===== config.mk =====
export PLATFORM = sky130hd
export DESIGN_NAME = snoop_bus_master
export DESIGN_NICKNAME = d
export VERILOG_FILES = /design/src/rtl/snoop_pkg.sv /design/src/rtl/snoop_wait_counter.sv /design/src/rtl/snoop_bus_master.sv
export SDC_FILE = /design/constraint.sdc
export NUM_CORES = 1
export LEC_CHECK = 0
export CORE_AREA = 2 2 419 421
export CTS_CLUSTER_SIZE = 24
export DETAILED_ROUTE_END_ITERATION = 10
export DIE_AREA = 0 0 421 423
export PLACE_DENSITY = 0.37
export SYNTH_ARGS = -nofsm -noshare
export SYNTH_HDL_FRONTEND = slang
export SYNTH_SLANG_ARGS = --single-unit

===== constraint.sdc =====
create_clock -name clk -period 1.85 [get_ports clk]
set_input_delay 0.37 -clock clk [delete_from_list [all_inputs] [get_ports clk]]
set_output_delay 0.37 -clock clk [all_outputs]
set_load 0.01 [all_outputs]

===== src/rtl/snoop_pkg.sv =====
// Shared definitions for the snooping bus: opcodes, snoop results and the
// bus-master state encoding used by the initiator, responder and controller.
package snoop_pkg;

  localparam logic [7:0] OP_NOP        = 8'd0;
  localparam logic [7:0] OP_READ       = 8'd1;
  localparam logic [7:0] OP_WRITE      = 8'd2;
  localparam logic [7:0] OP_INVALIDATE = 8'd3;
  localparam logic [7:0] OP_RWIM       = 8'd4;

  localparam logic [1:0] RES_NOHIT   = 2'b00;
  localparam logic [1:0] RES_HIT     = 2'b01;
  localparam logic [1:0] RES_HITM    = 2'b10;
  localparam logic [1:0] RES_ILLEGAL = 2'b11;

  typedef enum logic [2:0] {
    ST_IDLE    = 3'd0,
    ST_ADDR    = 3'd1,
    ST_SNOOP   = 3'd2,
    ST_BACKOFF = 3'd3,
    ST_DATA    = 3'd4,
    ST_RESP    = 3'd5
  } master_state_e;

  function automatic logic op_is_legal(input logic [7:0] op);
    return (op >= OP_READ) && (op <= OP_RWIM);
  endfunction

  // Only read-type operations may be retried after a HITM.
  function automatic logic op_is_read_type(input logic [7:0] op);
    return (op == OP_READ) || (op == OP_RWIM);
  endfunction

endpackage


===== src/rtl/snoop_wait_counter.sv =====
// Loadable down-counter; done_o is high while the count is zero.
module snoop_wait_counter #(
  parameter int Width = 2
) (
  input  logic             clk,
  input  logic             rst_n,
  input  logic             load_i,
  input  logic [Width-1:0] load_val_i,
  output logic             done_o
);

  logic [Width-1:0] cnt_q;

  // Load has priority; otherwise count down and saturate at zero.
  always_ff @(posedge clk or negedge rst_n) begin
    if (!rst_n) begin
      cnt_q <= '0;
    end else if (load_i) begin
      cnt_q <= load_val_i;
    end else if (cnt_q != '0) begin
      cnt_q <= cnt_q - {{(Width-1){1'b0}}, 1'b1};
    end
  end

  assign done_o = (cnt_q == '0);

endmodule


===== src/rtl/snoop_bus_master.sv =====
// Requesting end of the shared snooping bus: issues one operation at a time,
// samples the snoop result, retries read-type ops once after HITM.
module snoop_bus_master
  import snoop_pkg::*;
#(
  parameter int lineSize      = 512,
  parameter int addrWidth     = 32,
  parameter int snoopWait     = 1,
  parameter int backoffCycles = 4
) (
  input  logic                 clk,
  input  logic                 rst_n,
  input  logic                 req_valid,
  output logic                 req_ready,
  input  logic [7:0]           req_op,
  input  logic [addrWidth-1:0] req_addr,
  input  logic [lineSize-1:0]  req_data,
  output logic [lineSize-1:0]  sharedBusOut,
  output logic [7:0]           sharedOperationBusOut,
  input  logic [1:0]           snoopBusIn,
  output logic                 rsp_valid,
  output logic [1:0]           rsp_result,
  output logic                 rsp_retried,
  output logic                 rsp_err
);

  localparam int CntMax = (snoopWait > backoffCycles) ? snoopWait : backoffCycles;
  localparam int CntW   = (CntMax < 2) ? 1 : $clog2(CntMax);

  master_state_e        state_q, state_d;
  logic [7:0]           op_q, op_d;
  logic [addrWidth-1:0] addr_q, addr_d;
  logic [lineSize-1:0]  data_q, data_d;
  logic                 retried_q, retried_d;
  logic [1:0]           result_q, result_d;
  logic                 err_q, err_d;
  logic                 cnt_load_s;
  logic [CntW-1:0]      cnt_val_s;
  logic                 cnt_done_s;

  snoop_wait_counter #(.Width(CntW)) u_wait (
    .clk       (clk),
    .rst_n     (rst_n),
    .load_i    (cnt_load_s),
    .load_val_i(cnt_val_s),
    .done_o    (cnt_done_s)
  );

  // State and captured-operation registers.
  always_ff @(posedge clk or negedge rst_n) begin
    if (!rst_n) begin
      state_q   <= ST_IDLE;
      op_q      <= OP_NOP;
      addr_q    <= '0;
      data_q    <= '0;
      retried_q <= 1'b0;
      result_q  <= RES_NOHIT;
      err_q     <= 1'b0;
    end else begin
      state_q   <= state_d;
      op_q      <= op_d;
      addr_q    <= addr_d;
      data_q    <= data_d;
      retried_q <= retried_d;
      result_q  <= result_d;
      err_q     <= err_d;
    end
  end

  // Next-state logic, request capture and snoop sampling.
  always_comb begin
    state_d    = state_q;
    op_d       = op_q;
    addr_d     = addr_q;
    data_d     = data_q;
    retried_d  = retried_q;
    result_d   = result_q;
    err_d      = err_q;
    cnt_load_s = 1'b0;
    cnt_val_s  = '0;
    case (state_q)
      ST_IDLE: begin
        if (req_valid) begin
          op_d      = req_op;
          addr_d    = req_addr;
          data_d    = req_data;
          retried_d = 1'b0;
          result_d  = RES_NOHIT;
          if (op_is_legal(req_op)) begin
            err_d   = 1'b0;
            state_d = ST_ADDR;
          end else begin
            err_d   = 1'b1;
            state_d = ST_RESP;
          end
        end else begin
          state_d = ST_IDLE;
        end
      end
      ST_ADDR: begin
        cnt_load_s = 1'b1;
        cnt_val_s  = CntW'(snoopWait - 1);
        state_d    = ST_SNOOP;
      end
      ST_SNOOP: begin
        if (cnt_done_s) begin
          // Code 11 behaves as NOHIT for flow control but is flagged.
          err_d    = (snoopBusIn == RES_ILLEGAL);
          result_d = (snoopBusIn == RES_ILLEGAL) ? RES_NOHIT : snoopBusIn;
          if ((snoopBusIn == RES_HITM) && op_is_read_type(op_q) && !retried_q) begin
            retried_d  = 1'b1;
            cnt_load_s = 1'b1;
            cnt_val_s  = CntW'(backoffCycles - 1);
            state_d    = ST_BACKOFF;
          end else if (op_q == OP_WRITE) begin
            state_d = ST_DATA;
          end else begin
            state_d = ST_RESP;
          end
        end else begin
          state_d = ST_SNOOP;
        end
      end
      ST_BACKOFF: begin
        if (cnt_done_s) begin
          state_d = ST_ADDR;
        end else begin
          state_d = ST_BACKOFF;
        end
      end
      ST_DATA: state_d = ST_RESP;
      ST_RESP: state_d = ST_IDLE;
      default: state_d = ST_IDLE;
    endcase
  end

  // Outputs are decoded purely from registered state.
  always_comb begin
    sharedBusOut          = '0;
    sharedOperationBusOut = OP_NOP;
    req_ready             = 1'b0;
    rsp_valid             = 1'b0;
    rsp_result            = RES_NOHIT;
    rsp_retried           = 1'b0;
    rsp_err               = 1'b0;
    case (state_q)
      ST_IDLE: req_ready = 1'b1;
      ST_ADDR, ST_SNOOP: begin
        sharedBusOut[addrWidth-1:0] = addr_q;
        sharedOperationBusOut       = op_q;
      end
      ST_DATA: begin
        sharedBusOut          = data_q;
        sharedOperationBusOut = op_q;
      end
      ST_RESP: begin
        rsp_valid   = 1'b1;
        rsp_result  = result_q;
        rsp_retried = retried_q;
        rsp_err     = err_q;
      end
      default: begin
        sharedBusOut          = '0;
        sharedOperationBusOut = OP_NOP;
      end
    endcase
  end

endmodule


=== After elaboration in Yosys (flattened, before gate mapping) ===
Cells that the tools add are included.

* Bits of input ports: 557
* Logic and storage cells: 74
* Flip-flop bits (word level): 561

* Add/sub/neg operators: 1
* Muxes and demuxes: 35
* $lt $le $gt $ge: 2
* Reductions and logical operators: 15
* Equal/unequal tests: 13

{| class="wikitable"
|+ Operators by type and width
! cell !! number
|-
| $mux 480 || 1
|-
| $pmux 32 s2 || 1
|-
| $mux 2 || 10
|-
| $pmux 3 s5 || 1
|-
| $mux 1 || 13
|-
| $mux 3 || 4
|-
| $eq 8x1->1 const B || 1
|-
| $eq 8x2->1 const B || 1
|-
| $eq 8x3->1 const B || 1
|-
| $ge 8x1->1 const B || 1
|-
| $le 8x3->1 const B || 1
|-
| $mux 8 || 1
|-
| $eq 3x2->1 const B || 2
|-
| $eq 3x3->1 const B || 2
|-
| $ne 2x2->1 const B || 3
|-
| $pmux 1 s2 || 3
|-
| $reduce_bool 2->1 || 3
|-
| $eq 2x2->1 const B || 2
|-
| $pmux 2 s2 || 1
|-
| $reduce_and 4->1 || 1
|-
| $eq 3x1->1 const B || 1
|-
| $logic_and 1x1->1 || 3
|-
| $logic_not 3->1 || 1
|-
| $reduce_and 3->1 || 1
|-
| other kinds (7) || 7
|}

=== Logic depth before layout (Yosys ltp) ===
* Depth in word-level cells: 8
* Gate-level depth with buffers: 7
* Depth with buffers taken out: 6

=== Modules after synthesis ===
Synthesis repeated with hierarchy kept, for this count alone.

* Cells, all modules: 3038
* Area total of the unflattened synthesis: 25077.8 um2

{| class="wikitable"
|+ By module, submodules not included
! module !! cells an instance !! times used !! area each (um2)
|-
| snoop_bus_master || 3026 || 1 || 24965.2
|-
| snoop_wait_counter || 12 || 1 || 112.6
|}

=== Least setup slack after synthesis ===
No wires, ideal clock.

* Kind: register -> output
* From: register state_q[1]
* To: output port sharedBusOut[0]
* Data required time: 1.480 ns
* Arrival time: 1.429 ns
* Buffers on the path: 3
* Path slack: 0.051 ns
* Stages on the path, launching flop included: 7
* Cells stage by stage: dfrtp_1 buf_2 nor2_2 and2_1 clkbuf_1 buf_2 a22o_1

* Cells in the longest elaborated chain, start to end: 3
* Elaborated cells on any way between the ends: 5
* Those cells by class: 3 x eq/ne; 1 x mux; 1 x reduce/logical

{| class="wikitable"
|+ RTL lines
! what !! line !! text
|-
| from (decl) || snoop_bus_master.sv:30 || <nowiki>master_state_e state_q, state_d;</nowiki>
|-
| from (signal assigned) || snoop_bus_master.sv:60 || <nowiki>state_q <= state_d;</nowiki>
|-
| $eq 3x2->1 / $eq 3x1->1 (equally long branches) || snoop_bus_master.sv:146 || <nowiki>case (state_q)</nowiki>
|-
| $reduce_or 2->1 || snoop_bus_master.sv:146 ||
|-
| $pmux 32 s2 * || snoop_bus_master.sv:146 ||
|-
| to (decl) || snoop_bus_master.sv:18 || <nowiki>output logic [lineSize-1:0] sharedBusOut,</nowiki>
|}

Every way passes the cells marked *; elsewhere a longest branch is shown, timed or not.

=== Worst setup path in the final report ===
* From: register state_q[1]
* To: output port sharedBusOut[272]

* Cells in the longest elaborated chain, start to end: 2

{| class="wikitable"
|+ RTL lines
! what !! line
|-
| $eq 3x3->1 || snoop_bus_master.sv:146
|-
| $mux 480 || snoop_bus_master.sv:146
|}

No other way between the ends.

==> results_dict.tcl <==
set metrics [dict create \
    status "finished with violations" \
    violations "negative setup slack" \
    ys.flop_type "dfrtp_1" \
    ios 1083 \
    fin_area_um2 42400 \
    whs_ps 186 \
    crit_path_start_kind "flop" \
    cp.arrival_ps 2600 \
    routedWlPerCell_um 24.5 \
    syn_inst 1871 \
    drt-initial-drc-count 896 \
    clk_latency_ps 680 \
    setup_viol 1082 \
    grt_overflow 0 \
    cp-end-kind "output port" \
    gp_congestion 0.875 \
    synth.net_count 2429 \
    antenna_found_initial 57 \
    rsz0062_at_grt "yes" \
    hold_path.class "in2async" \
    slew_headroom 0.683 \
    ir_worst_vdd_mv 0.825 \
    r2r-start "state_q[2]$_DFF_PN0_" \
    rr_worst_depth 7 \
    synth_top_area_cell "dfrtp_1" \
    vias_per_cell 3.75 \
    power.internal_uw 42600 \
    path_depth 6 \
    dieArea_um2 178000 \
    timing.setup.tns_ps -659750 \
    port_buffers 1082 \
    num_vias 20400 \
    seq_power_share 0.348 \
    grt_start_max_net_pins 74 \
    die_w_um 421 \
    critPathMaxFanout 33 \
    cp_common_cell "buf_12" \
    cts_sinks 561 \
    worstMarginPinSlew_ps 476 \
    crit_chain "nor2_4, buf_12, buf_12, buf_12, and3_1, clkdlybuf4s50_1" \
    syn_area_um2 25600 \
    clk_path_buf_depth 3 \
    track_usage 0.145 \
    fin_nets 3585 \
    cts_buffers 79 \
    drt-pass1-iter-count 5 \
    p_sw_uw 23800 \
    p_sw_frac 0.358 \
    finalClockSkew_ps 40.0 \
    synth_cell_types 34 \
    avgSynthCellArea_um2 13.7 \
    synth-edff-count 0 \
    yosysTopAreaCellShare 0.549 \
    p_clk_frac 0.238 \
    ys_warn_count 0 \
    synth-seq-cells 561 \
    drcViolationCount 0 \
    period_share 1.61 \
    startpoint "state_q[1]$_DFF_PN0_" \
    drtAntennaViolNets 0 \
    fillers 18400 \
    yosys-top-cells-area "dfrtp_1 (55%), mux2_1 (22%), and3_1 (12%), buf_12 (4.3%), mux2_2 (2.3%)" \
    p_per_area_nw_per_um2 1570 \
    p_comb_frac 0.414 \
    final_cell_mix "clkdlybuf4s50_1 (930), dfrtp_1 (560), mux2_1 (500)" \
    grt_pass1_vias 21300 \
    min_period_ps 2970 \
    setup_ws_ps -1120 \
    fmax_ghz 0.336 \
    worst-path-buf-inv 4 \
    area_growth_pct 65.6 \
    cpMaxStageDelayCell "clkdlybuf4s50_1" \
    core_um2 173000 \
    worst-setup-path-type "reg2out" \
    cap_violations 0 \
    hold_viol_final 0 \
    leakagePower_uw 0.0189 \
    die_y_um 423 \
    placed_area_um2 39500 \
    max_stage_delay_ps 560 \
    cts_root_buffer "clkbuf_16" \
    drive_gt1_frac 0.154 \
    final_common_cell "clkdlybuf4s50_1" \
    cts_tree "yes" \
    clk_pin_slew_ps 60 \
    htree_levels 3 \
    async_flop_share 1.00 \
    place_hpwl_mm 106 \
    wl_mm 134 \
    crit_family "buffers and inverters" \
    grt_pass1_wl_mm 182 \
    synth-seq-area-share 0.549 \
    start_util 0.148 \
    slew_viol_final 0 \
    row_count 153 \
    required_ps 1480 \
]
[synthesized netlist by cell type, types with 2 or more instances]
| cell type | count |
|---|---|
| o21ai_0 | 4 |
| and2_1 | 2 |
| buf_2 | 12 |
| a21oi_1 | 4 |
| clkbuf_1 | 104 |
| dfrtp_1 | 561 |
| nand4_1 | 2 |
| o41ai_1 | 2 |
| xor2_1 | 2 |
| nor2b_1 | 9 |
| mux2_1 | 500 |
| nor3_1 | 5 |
| nand2b_1 | 3 |
| nor2_2 | 2 |
| nor2_1 | 6 |
| mux2_2 | 52 |
| buf_12 | 55 |
| and3_1 | 484 |
| inv_1 | 5 |
| a22o_1 | 32 |
| buf_6 | 7 |
| nand2_1 | 6 |
[sequential cells by signal, summed over array words and instances (netlist names)]
signal,cells
u_wait.cnt_q,2
result_q,2
data_q,512
op_q,8
state_q,3
err_q,1
retried_q,1
addr_q,32
[final timing paths]
kind | endpoint | slack, ps
hold / removal | data_q[495]$_DFFE_PN0P_ | 190
setup reg to reg | data_q[460]$_DFFE_PN0P_ | -410
hold reg to reg | data_q[345]$_DFFE_PN0P_ | 470
setup / recovery | sharedBusOut[272] | -1120
min in group clk | addr_q[15]$_DFFE_PN0P_ | 280
max in group asynchronous | data_q[193]$_DFFE_PN0P_ | 850
[cell families after synthesis]
| kind of cell | share of synthesized area |
|---|---|
| and+or+nand+nor | 0.128 |
| DFF | 0.549 |
| xor gates and xnor gates | 0.000685 |
| muxes | 0.243 |
| adders and majority gates | 0.000489 |
| buffers and inverters | 0.0647 |
| AOI/OAI and AO/OA | 0.0146 |
[metal layers]
metal / track usage / share of wire
met3: 0.0421 / 0.060
met2: 0.239 / 0.48
met1: 0.179 / 0.42
met5: 0 / 0.00058
met4: 0.0541 / 0.034
[area by class of cell]
cell class | count | area, um^2 | area share
antenna | 45 | 113 | 0.00266
clock buffer | 119 | 2370 | 0.0559
clock inverter | 22 | 308 | 0.00726
inverter | 5 | 18.8 | 0.000443
multi-input combinational | 1126 | 9960 | 0.235
sequential | 561 | 14000 | 0.331
tap | 2325 | 2910 | 0.0686
timing repair buffer | 1254 | 12700 | 0.299
[timing repair]
item,4_1_cts,5_1_grt
setup buffers,6,7
gates cloned,3,0
endpoints found under the setup margin,1083,1083
pin swaps,4,2
endpoints found under the hold margin,333,0
gates resized for setup,209,152
hold buffers,1,0
[power by group through the flow]
stage	combinational [uW]	clock, uW	sequential, uW
2_1_floorplan	14900	0	20400
3_3_place_gp	27400	0	23300
3_5_place_dp	27500	0	23300
4_1_cts	28100	16500	23100
5_1_grt	29600	16900	23800
6_report	27400	15800	23100
[through the flow]
step	setup slack, ps	instances	utilization	power [uW]
floorplan	51.3	1871	-	35300
global placement	-684	5256	0.228	50800
detailed placement	-687	5256	0.228	50800
CTS	-1250	5407	0.245	67700
global route	-1270	5435	0.244	70400
finish	-1120	5457	0.245	66300
Note: power is estimated with default switching activity, not from simulation.
